[config.mk]
export PLATFORM = sky130hd
export DESIGN_NAME = timer_req_scheduler
export DESIGN_NICKNAME = d
export VERILOG_FILES = /design/src/rtl/timer_pkg.sv /design/src/rtl/rr_arbiter.sv /design/src/rtl/timer_req_scheduler.sv
export SDC_FILE = /design/constraint.sdc
export NUM_CORES = 1
export LEC_CHECK = 0
export BUFFER_PORTS_ARGS = -buffer_cell sky130_fd_sc_hd__buf_4
export CAP_MARGIN = 20
export CORE_UTILIZATION = 40
export DETAILED_ROUTE_END_ITERATION = 8
export HOLD_SLACK_MARGIN = 0.05
export SYNTH_ARGS = -nofsm -noshare
export SYNTH_HDL_FRONTEND = slang
export SYNTH_HIERARCHICAL = 1
export SYNTH_SLANG_ARGS = --single-unit
[constraint.sdc]
create_clock -name clk -period 5.6 [get_ports clk]
set_input_delay 0.56 -clock clk [delete_from_list [all_inputs] [get_ports clk]]
set_output_delay 0.56 -clock clk [all_outputs]
set_load 0.05 [all_outputs]
[src/rtl/timer_pkg.sv]
// +------------------------------------------------------------------+
// | timer_pkg: shared encodings and constants for the delay timer     |
// | Revision: 1.0                                                     |
// +------------------------------------------------------------------+
`default_nettype none

package timer_pkg;

   typedef enum logic [2:0] {
      ST_IDLE      = 3'd0,
      ST_SEND      = 3'd1,
      ST_WAIT_CNT  = 3'd2,
      ST_WAIT_DONE = 3'd3,
      ST_ACK       = 3'd4,
      ST_GAP       = 3'd5
   } state_e;

   localparam logic [3:0] TMR_START    = 4'hD;
   localparam int         TMR_DLY_W    = 4;
   localparam int         TMR_UNIT_CYC = 1000;

   // Bit idx of the 8-bit frame {start, dly}, MSB first.
   function automatic logic send_bit(input logic [2:0] idx,
                                     input logic [3:0] start,
                                     input logic [3:0] dly);
      logic [7:0] frame;
      frame = {start, dly};
      return frame[3'd7 - idx];
   endfunction

endpackage

`default_nettype wire

[src/rtl/rr_arbiter.sv]
// +------------------------------------------------------------------+
// | rr_arbiter: combinational round-robin pick, first req at/after ptr|
// | Revision: 1.0                                                     |
// +------------------------------------------------------------------+
`default_nettype none

module rr_arbiter #(
   parameter int N  = 4,
   parameter int IW = (N > 1) ? $clog2(N) : 1
) (
   input  logic [N-1:0]  req,
   input  logic [IW-1:0] ptr,
   output logic [N-1:0]  gnt,
   output logic [IW-1:0] idx
);

   always_comb begin
      int  c;
      logic found;
      gnt   = '0;
      idx   = '0;
      found = 1'b0;
      c     = 0;
      for (int k = 0; k < N; k++) begin
         c = int'(ptr) + k;
         if (c >= N) c = c - N;
         if (!found && req[c]) begin
            found  = 1'b1;
            gnt[c] = 1'b1;
            idx    = c[IW-1:0];
         end
      end
   end

endmodule

`default_nettype wire

[src/rtl/timer_req_scheduler.sv]
// +------------------------------------------------------------------+
// | timer_req_scheduler: shares one serial-programmed delay timer     |
// | among N_REQ requesters with round-robin arbitration.              |
// | Revision: 1.0                                                     |
// +------------------------------------------------------------------+
`default_nettype none

module timer_req_scheduler
   import timer_pkg::*;
#(
   parameter int         N_REQ   = 4,
   parameter logic [3:0] START   = TMR_START,
   parameter int         TMO_CYC = 16,
   parameter int         GAP_CYC = 4
) (
   input  logic                   clk,
   input  logic                   reset,
   input  logic [N_REQ-1:0]       req,
   input  logic [4*N_REQ-1:0]     delay,
   output logic [N_REQ-1:0]       grant,
   output logic [N_REQ-1:0]       fin,
   output logic                   err,
   output logic                   busy,
   output logic                   tmr_data,
   output logic                   tmr_ack,
   input  logic                   tmr_counting,
   input  logic                   tmr_done
);

   localparam int IW = (N_REQ > 1) ? $clog2(N_REQ) : 1;
   localparam int TW = $clog2(TMO_CYC + 1);
   localparam int GW = $clog2(GAP_CYC + 1);

   state_e                 state_q,    state_d;
   logic [IW-1:0]          rr_ptr_q,   rr_ptr_d;
   logic [TMR_DLY_W-1:0]   dly_q,      dly_d;
   logic [2:0]             bit_idx_q,  bit_idx_d;
   logic [TW-1:0]          tmo_cnt_q,  tmo_cnt_d;
   logic [GW-1:0]          gap_cnt_q,  gap_cnt_d;
   logic [N_REQ-1:0]       grant_q,    grant_d;
   logic [N_REQ-1:0]       fin_q,      fin_d;
   logic                   err_q,      err_d;
   logic                   tmr_data_q, tmr_data_d;
   logic                   tmr_ack_q,  tmr_ack_d;

   logic [N_REQ-1:0]       arb_gnt;
   logic [IW-1:0]          arb_idx;
   logic                   gap_ok;

   rr_arbiter #(
      .N  (N_REQ),
      .IW (IW)
   ) u_arb (
      .req (req),
      .ptr (rr_ptr_q),
      .gnt (arb_gnt),
      .idx (arb_idx)
   );

   assign gap_ok = (gap_cnt_q == GW'(GAP_CYC));

   always_comb begin
      state_d    = state_q;
      rr_ptr_d   = rr_ptr_q;
      dly_d      = dly_q;
      bit_idx_d  = bit_idx_q;
      tmo_cnt_d  = tmo_cnt_q;
      gap_cnt_d  = gap_ok ? gap_cnt_q : gap_cnt_q + GW'(1);
      grant_d    = grant_q;
      fin_d      = '0;
      err_d      = 1'b0;
      tmr_data_d = 1'b0;
      tmr_ack_d  = 1'b0;

      unique case (state_q)
         ST_IDLE: begin
            // The first frame bit is launched together with the grant.
            if ((|req) && gap_ok) begin
               grant_d    = arb_gnt;
               dly_d      = delay[arb_idx*TMR_DLY_W +: TMR_DLY_W];
               rr_ptr_d   = (arb_idx == IW'(N_REQ - 1)) ? '0 : arb_idx + IW'(1);
               bit_idx_d  = 3'd0;
               tmr_data_d = START[3];
               state_d    = ST_SEND;
            end
         end
         ST_SEND: begin
            if (bit_idx_q == 3'd7) begin
               tmo_cnt_d = '0;
               state_d   = ST_WAIT_CNT;
            end else begin
               bit_idx_d  = bit_idx_q + 3'd1;
               tmr_data_d = send_bit(bit_idx_q + 3'd1, START, dly_q);
            end
         end
         ST_WAIT_CNT: begin
            if (tmr_counting) begin
               state_d = ST_WAIT_DONE;
            end else if (tmo_cnt_q == TW'(TMO_CYC - 1)) begin
               err_d     = 1'b1;
               fin_d     = grant_q;
               gap_cnt_d = '0;
               state_d   = ST_GAP;
            end else begin
               tmo_cnt_d = tmo_cnt_q + TW'(1);
            end
         end
         ST_WAIT_DONE: begin
            if (tmr_done) begin
               tmr_ack_d = 1'b1;
               state_d   = ST_ACK;
            end
         end
         ST_ACK: begin
            if (tmr_done) begin
               tmr_ack_d = 1'b1;
            end else begin
               fin_d     = grant_q;
               gap_cnt_d = '0;
               state_d   = ST_GAP;
            end
         end
         ST_GAP: begin
            // First GAP cycle is the fin cycle; grant is released after it.
            grant_d = '0;
            if (gap_cnt_q == GW'(GAP_CYC - 1)) state_d = ST_IDLE;
         end
         default: state_d = ST_IDLE;
      endcase
   end

   always_ff @(posedge clk) begin
      if (reset) begin
         state_q    <= ST_IDLE;
         rr_ptr_q   <= '0;
         dly_q      <= '0;
         bit_idx_q  <= '0;
         tmo_cnt_q  <= '0;
         gap_cnt_q  <= GW'(GAP_CYC);
         grant_q    <= '0;
         fin_q      <= '0;
         err_q      <= 1'b0;
         tmr_data_q <= 1'b0;
         tmr_ack_q  <= 1'b0;
      end else begin
         state_q    <= state_d;
         rr_ptr_q   <= rr_ptr_d;
         dly_q      <= dly_d;
         bit_idx_q  <= bit_idx_d;
         tmo_cnt_q  <= tmo_cnt_d;
         gap_cnt_q  <= gap_cnt_d;
         grant_q    <= grant_d;
         fin_q      <= fin_d;
         err_q      <= err_d;
         tmr_data_q <= tmr_data_d;
         tmr_ack_q  <= tmr_ack_d;
      end
   end

   assign grant    = grant_q;
   assign fin      = fin_q;
   assign err      = err_q;
   assign busy     = (state_q != ST_IDLE);
   assign tmr_data = tmr_data_q;
   assign tmr_ack  = tmr_ack_q;

endmodule

`default_nettype wire

# Yosys cells after proc, flatten, opt, wreduce, memory -nomap -nowiden
# Cells that the tools add are included.
# totals
wordCells	155
regBits	31
in_bits	24
# op_classes
add_sub_neg	12
n_shift	1
n_bitwise	5
n_eq_ne	19
n_lt_le_gt_ge	13
muxes	69
reduce_logical	25
# op_table
operator	count
32-bit by 1-bit greater-or-equal comparator with 1-bit output, second input constant	4
32-bit by 4-bit < comparator with 1-bit output, second input constant	4
32-bit 2-to-1 mux	4
32-bit by 4-bit greater-or-equal comparator with 1-bit output, second input constant	3
32-bit by 4-bit subtractor with 32-bit output, second input constant	3
3-bit 2-to-1 mux	13
4-bit 2-to-1 mux	8
1-bit 2-to-1 mux	20
3-bit one-hot mux with 6 select lines	1
2-bit != test, second input constant	8
4-bit one-hot mux with 2 select lines	2
16-bit by 5-bit variable part select with 4-bit output	1
5-bit 2-to-1 mux	3
3-bit == test, second input constant	4
4-bit bitwise OR	3
3-bit one-hot mux with 2 select lines	2
2-bit 2-to-1 mux	5
5-bit one-hot mux with 2 select lines	1
3-bit by 2-bit == test with 1-bit output, second input constant	3
1-bit binary-select mux with 2-bit select	4
1-bit demux with 2-bit select	4
1-bit logical AND	8
2-bit by 2-bit adder with 3-bit output, second input constant	2
3-bit by 1-bit adder with 3-bit output, second input constant	2
other kinds (25)	32

# Logic depth before layout (Yosys ltp)
# depth
depth_word	17
depth_mapped	12

# Hierarchy
# The synthesis kept the hierarchy.
# by_module_without_submodules
module	n_inst	cells_per_inst	area_each_um2	seq_area_each_um2
timer_req_scheduler	1	172	1646.6	620.6
rr_arbiter	1	49	456.7	0.0

# Worst setup path after synthesis
# No wires, ideal clock.
# synth_path
path_type	flip-flop to flip-flop
from	reg rr_ptr_q[0]
to	reg dly_q[0]
path_buffers	2
setup_ns	0.128
setup_slack_ns	2.536
arrival_time_ns	2.937
path_stages_with_launch	12
t_required_ns	5.472
cell_sequence	dfxtp_1 -> buf_2 -> inv_1 -> ha_1 -> mux4_2 -> nor2b_4 -> o21ai_1 -> o31ai_1 -> buf_1 -> mux4_2 -> mux2i_1 -> nor2_1
# synth_between
elab_chain_cells	16
# synth_rtl
element	line_no	text
start, declared	timer_req_scheduler.sv:35	logic [IW-1:0] rr_ptr_q, rr_ptr_d;
start signal, assigned	timer_req_scheduler.sv:147	rr_ptr_q <= rr_ptr_d;
branches (longest 14 deep; another with 32-bit by 4-bit subtractor with 32-bit output)	--	
2-bit 2-to-1 mux *	rr_arbiter.sv:27	if (!found && req[c]) begin
via arb_idx[0]	timer_req_scheduler.sv:47	logic [IW-1:0] arb_idx;
16-bit by 5-bit variable part select with 4-bit output *	timer_req_scheduler.sv:80	dly_d = delay[arb_idx*TMR_DLY_W +: TMR_DLY_W];
end signal, assigned	timer_req_scheduler.sv:148	dly_q <= dly_d;
end, declared	timer_req_scheduler.sv:36	logic [TMR_DLY_W-1:0] dly_q, dly_d;
# Mark *: on every way through the listed nets, which the timed path passes. The select of a mux whose other input is x is not followed.
# A chain may end at the register's enable or synchronous reset.

# Final worst setup path
# layout_path
from	reg rr_ptr_q[0]
to	reg dly_q[2]
# The elaborated chain is that of the path after synthesis.

==> flow_summary.yaml <==
floorplan:
  ios: 36
  num_rows: 26
  core_sq_mm: 0.00507
  die-area_sq_mm: 0.00555
  die_h_um: 74.5
  die_x_um: 74.5
  initial_utilization: 0.414
cts:
  clk_path_buf_depth: 2
  postCtsHoldBufs: 0
  clk_latency_ns: 0.27
  clkTransAtPathRegs_ns: 0.07
  cts_htree_levels: 2
  cts_tree: "done"
  root_buffer: "clkbuf_8"
  cts_setup_buffers: 0
  cts_resized: 0
  numCtsBuffers: 5
  cts_sinks: 31
final_layout:
  area_delta_synth_final_pct: 20.1
  nFillCells: 505
  antenna_cells: 0
  final_cell_mix: "35 x buf_4, 31 x dfxtp_1, 23 x nor2_1, 17 x ha_1, 15 x mux2i_1"
  nets: 295
  drive_gt1_frac: 0.278
  layout_commonest_cell: "buf_4"
  final_cells: 325
  final_core_util: 0.498
  stdcell_area_sq_mm: 0.00253
pwr:
  power_mw: 1.04
  p_leak_nw: 1.07
  ir_worst_vdd_mv: 0.248
  power_density_mw_per_mm2: 412
sta:
  worst_pin_slew_ns: 0.875
  final-setup-viol-count: 0
  fin_tns_setup_ns: 0
  finalMaxSlewViolations: 0
  finalCritPeriodShare: 0.618
  finalClockSkew_ns: 0.00290
  slew_headroom: 0.411
  hold_viol_final: 0
  rsz0062_at_grt: "false"
  layout_min_cycle_time_ns: 3.46
  fmax_mhz: 289
global_route:
  grt_usage: 0.162
  grt_pass1_vias: 1576
  antenna_found_initial: 0
  overflow: 0
  grt_pass1_wl_um: 6970
  grt_max_degree: 24
logic_synthesis:
  synthDistinctLibCells: 57
  ys.warnings.count: 6
  synthFlopType: "dfxtp_1"
  synth_area_per_cell_sq_um: 9.52
  synthArstFlopShare: 0
  synth_edf_count: 0
  yosysSeqAreaShare: 0.295
  synth-seq-cells: 31
  syn_nets: 262
  synth_cells: 221
  synth.cell_area_sq_mm: 0.00210
routing:
  routed_wl_um: 4160
  vias: 1720
  antenna_left: 0
  drt_first_pass_iters: 4
  drt-vias-per-instance: 5.29
  drtIter0Drc: 77
  remaining_drc_errors: 0
  wl_per_cell_um: 12.8
placed_design:
  post_dp_cell_area_sq_mm: 0.00239
  routabilityCongestion: 0.791
  dp_cells: 315
  hpwl_um: 2980
  io_buffers: 35
worst_setup_path:
  start_kind: "flop"
  path_class: "reg -> reg"
  required_ns: 5.76
  critPathArrivalTime_ns: 3.62
  crit_path_max_fanout: 17
  critPathCaptureType: "flop"
  r2r_cells: 10
worst_hold_path:
  hp-class: "reg -> reg"
  hold-path-cell-count: 1
job:
  drv_cap: 0
run_status:
  status: "completed"
## metrics by stage
step | worst slack, ns | hold slack (ns)
global route | 1.83 | 0.520
CTS | 1.91 | 0.501
global placement | 2.05 | 0.481
detailed placement | 1.93 | 0.480
floorplan | 2.54 | 0.455
finish | 2.14 | 0.501
## report_power, final
group          internal [mW]  switching [mW]  leakage, nW  total (mW)
clock network          0.144          0.0843       0.0612       0.228
logic                  0.239           0.254        0.758       0.492
registers              0.260          0.0612        0.252       0.321
## cell type report
cell class | count | area (sq um) | share of cell area
Clock buffer | 6 | 82.6 | 0.0327
Clock inverter | 2 | 35.0 | 0.0139
Inverter | 10 | 37.5 | 0.0149
Multi-Input combinational cell | 169 | 1380 | 0.548
Sequential cell | 31 | 621 | 0.246
Tap cell | 70 | 87.6 | 0.0347
Timing Repair Buffer | 37 | 279 | 0.110
## metal layers
metal	up-vias	global-route usage	share of wire
met3	2	0.0474	0.033
li1	873	-	-
met2	18	0.263	0.47
met4	0	0.0314	0.0043
met5	-	0	0
met1	827	0.215	0.49
## kinds of logic after synthesis
kind of cell / after synthesis / synth area share
buf+inv: 21 / 0.0470
xor+xnor: 4 / 0.0167
mux: 24 / 0.170
simple gates: 72 / 0.200
compound gates: 52 / 0.171
flops: 31 / 0.295
fa+ha+maj: 17 / 0.101
## Yosys cell counts, types with 3 or more instances
library cell / instances / area share
dfxtp_1: 31 / 0.30
nor2_1: 23 / 0.041
ha_1: 17 / 0.10
mux2i_1: 15 / 0.071
nand2_1: 11 / 0.020
a21oi_1: 9 / 0.021
inv_1: 9 / 0.016
o21ai_0: 9 / 0.021
a22oi_1: 8 / 0.029
mux4_2: 8 / 0.086
o21ai_1: 6 / 0.014
and2_1: 5 / 0.015
buf_2: 4 / 0.0095
nand2b_1: 4 / 0.012
nand3b_1: 4 / 0.014
nor3_1: 4 / 0.0095
clkbuf_1: 3 / 0.0054
or2_2: 3 / 0.0089
xnor2_1: 3 / 0.012
## final timing paths
kind                    to  slack [ns]   startpoint
hold reg to reg     fin[0]        0.50     grant[0]
setup reg to reg  dly_q[2]        2.14  rr_ptr_q[0]
hold / removal      fin[0]        0.50     grant[0]
setup / recovery  dly_q[2]        2.14  rr_ptr_q[0]
## critical path, stage by stage (launching register included)
cell and delay [ns]:
dfxtp_1 0.75, inv_1 0.22, ha_1 0.46, mux4_2 0.46, nor2b_4 0.21, o21ai_1 0.08, and3_1 0.19, o22ai_1 0.40
mux4_2 0.39, mux2i_1 0.14, nor2_1 0.05
## registers in the layout, indices dropped and copies added (netlist names)
name	count
fin	4
bit_idx_q	3
grant	4
err	1
rr_ptr_q	2
tmo_cnt_q	5
dly_q	4
gap_cnt_q	3
state_q	3
tmr_ack	1
tmr_data	1
(Power assumes the default switching activity.)
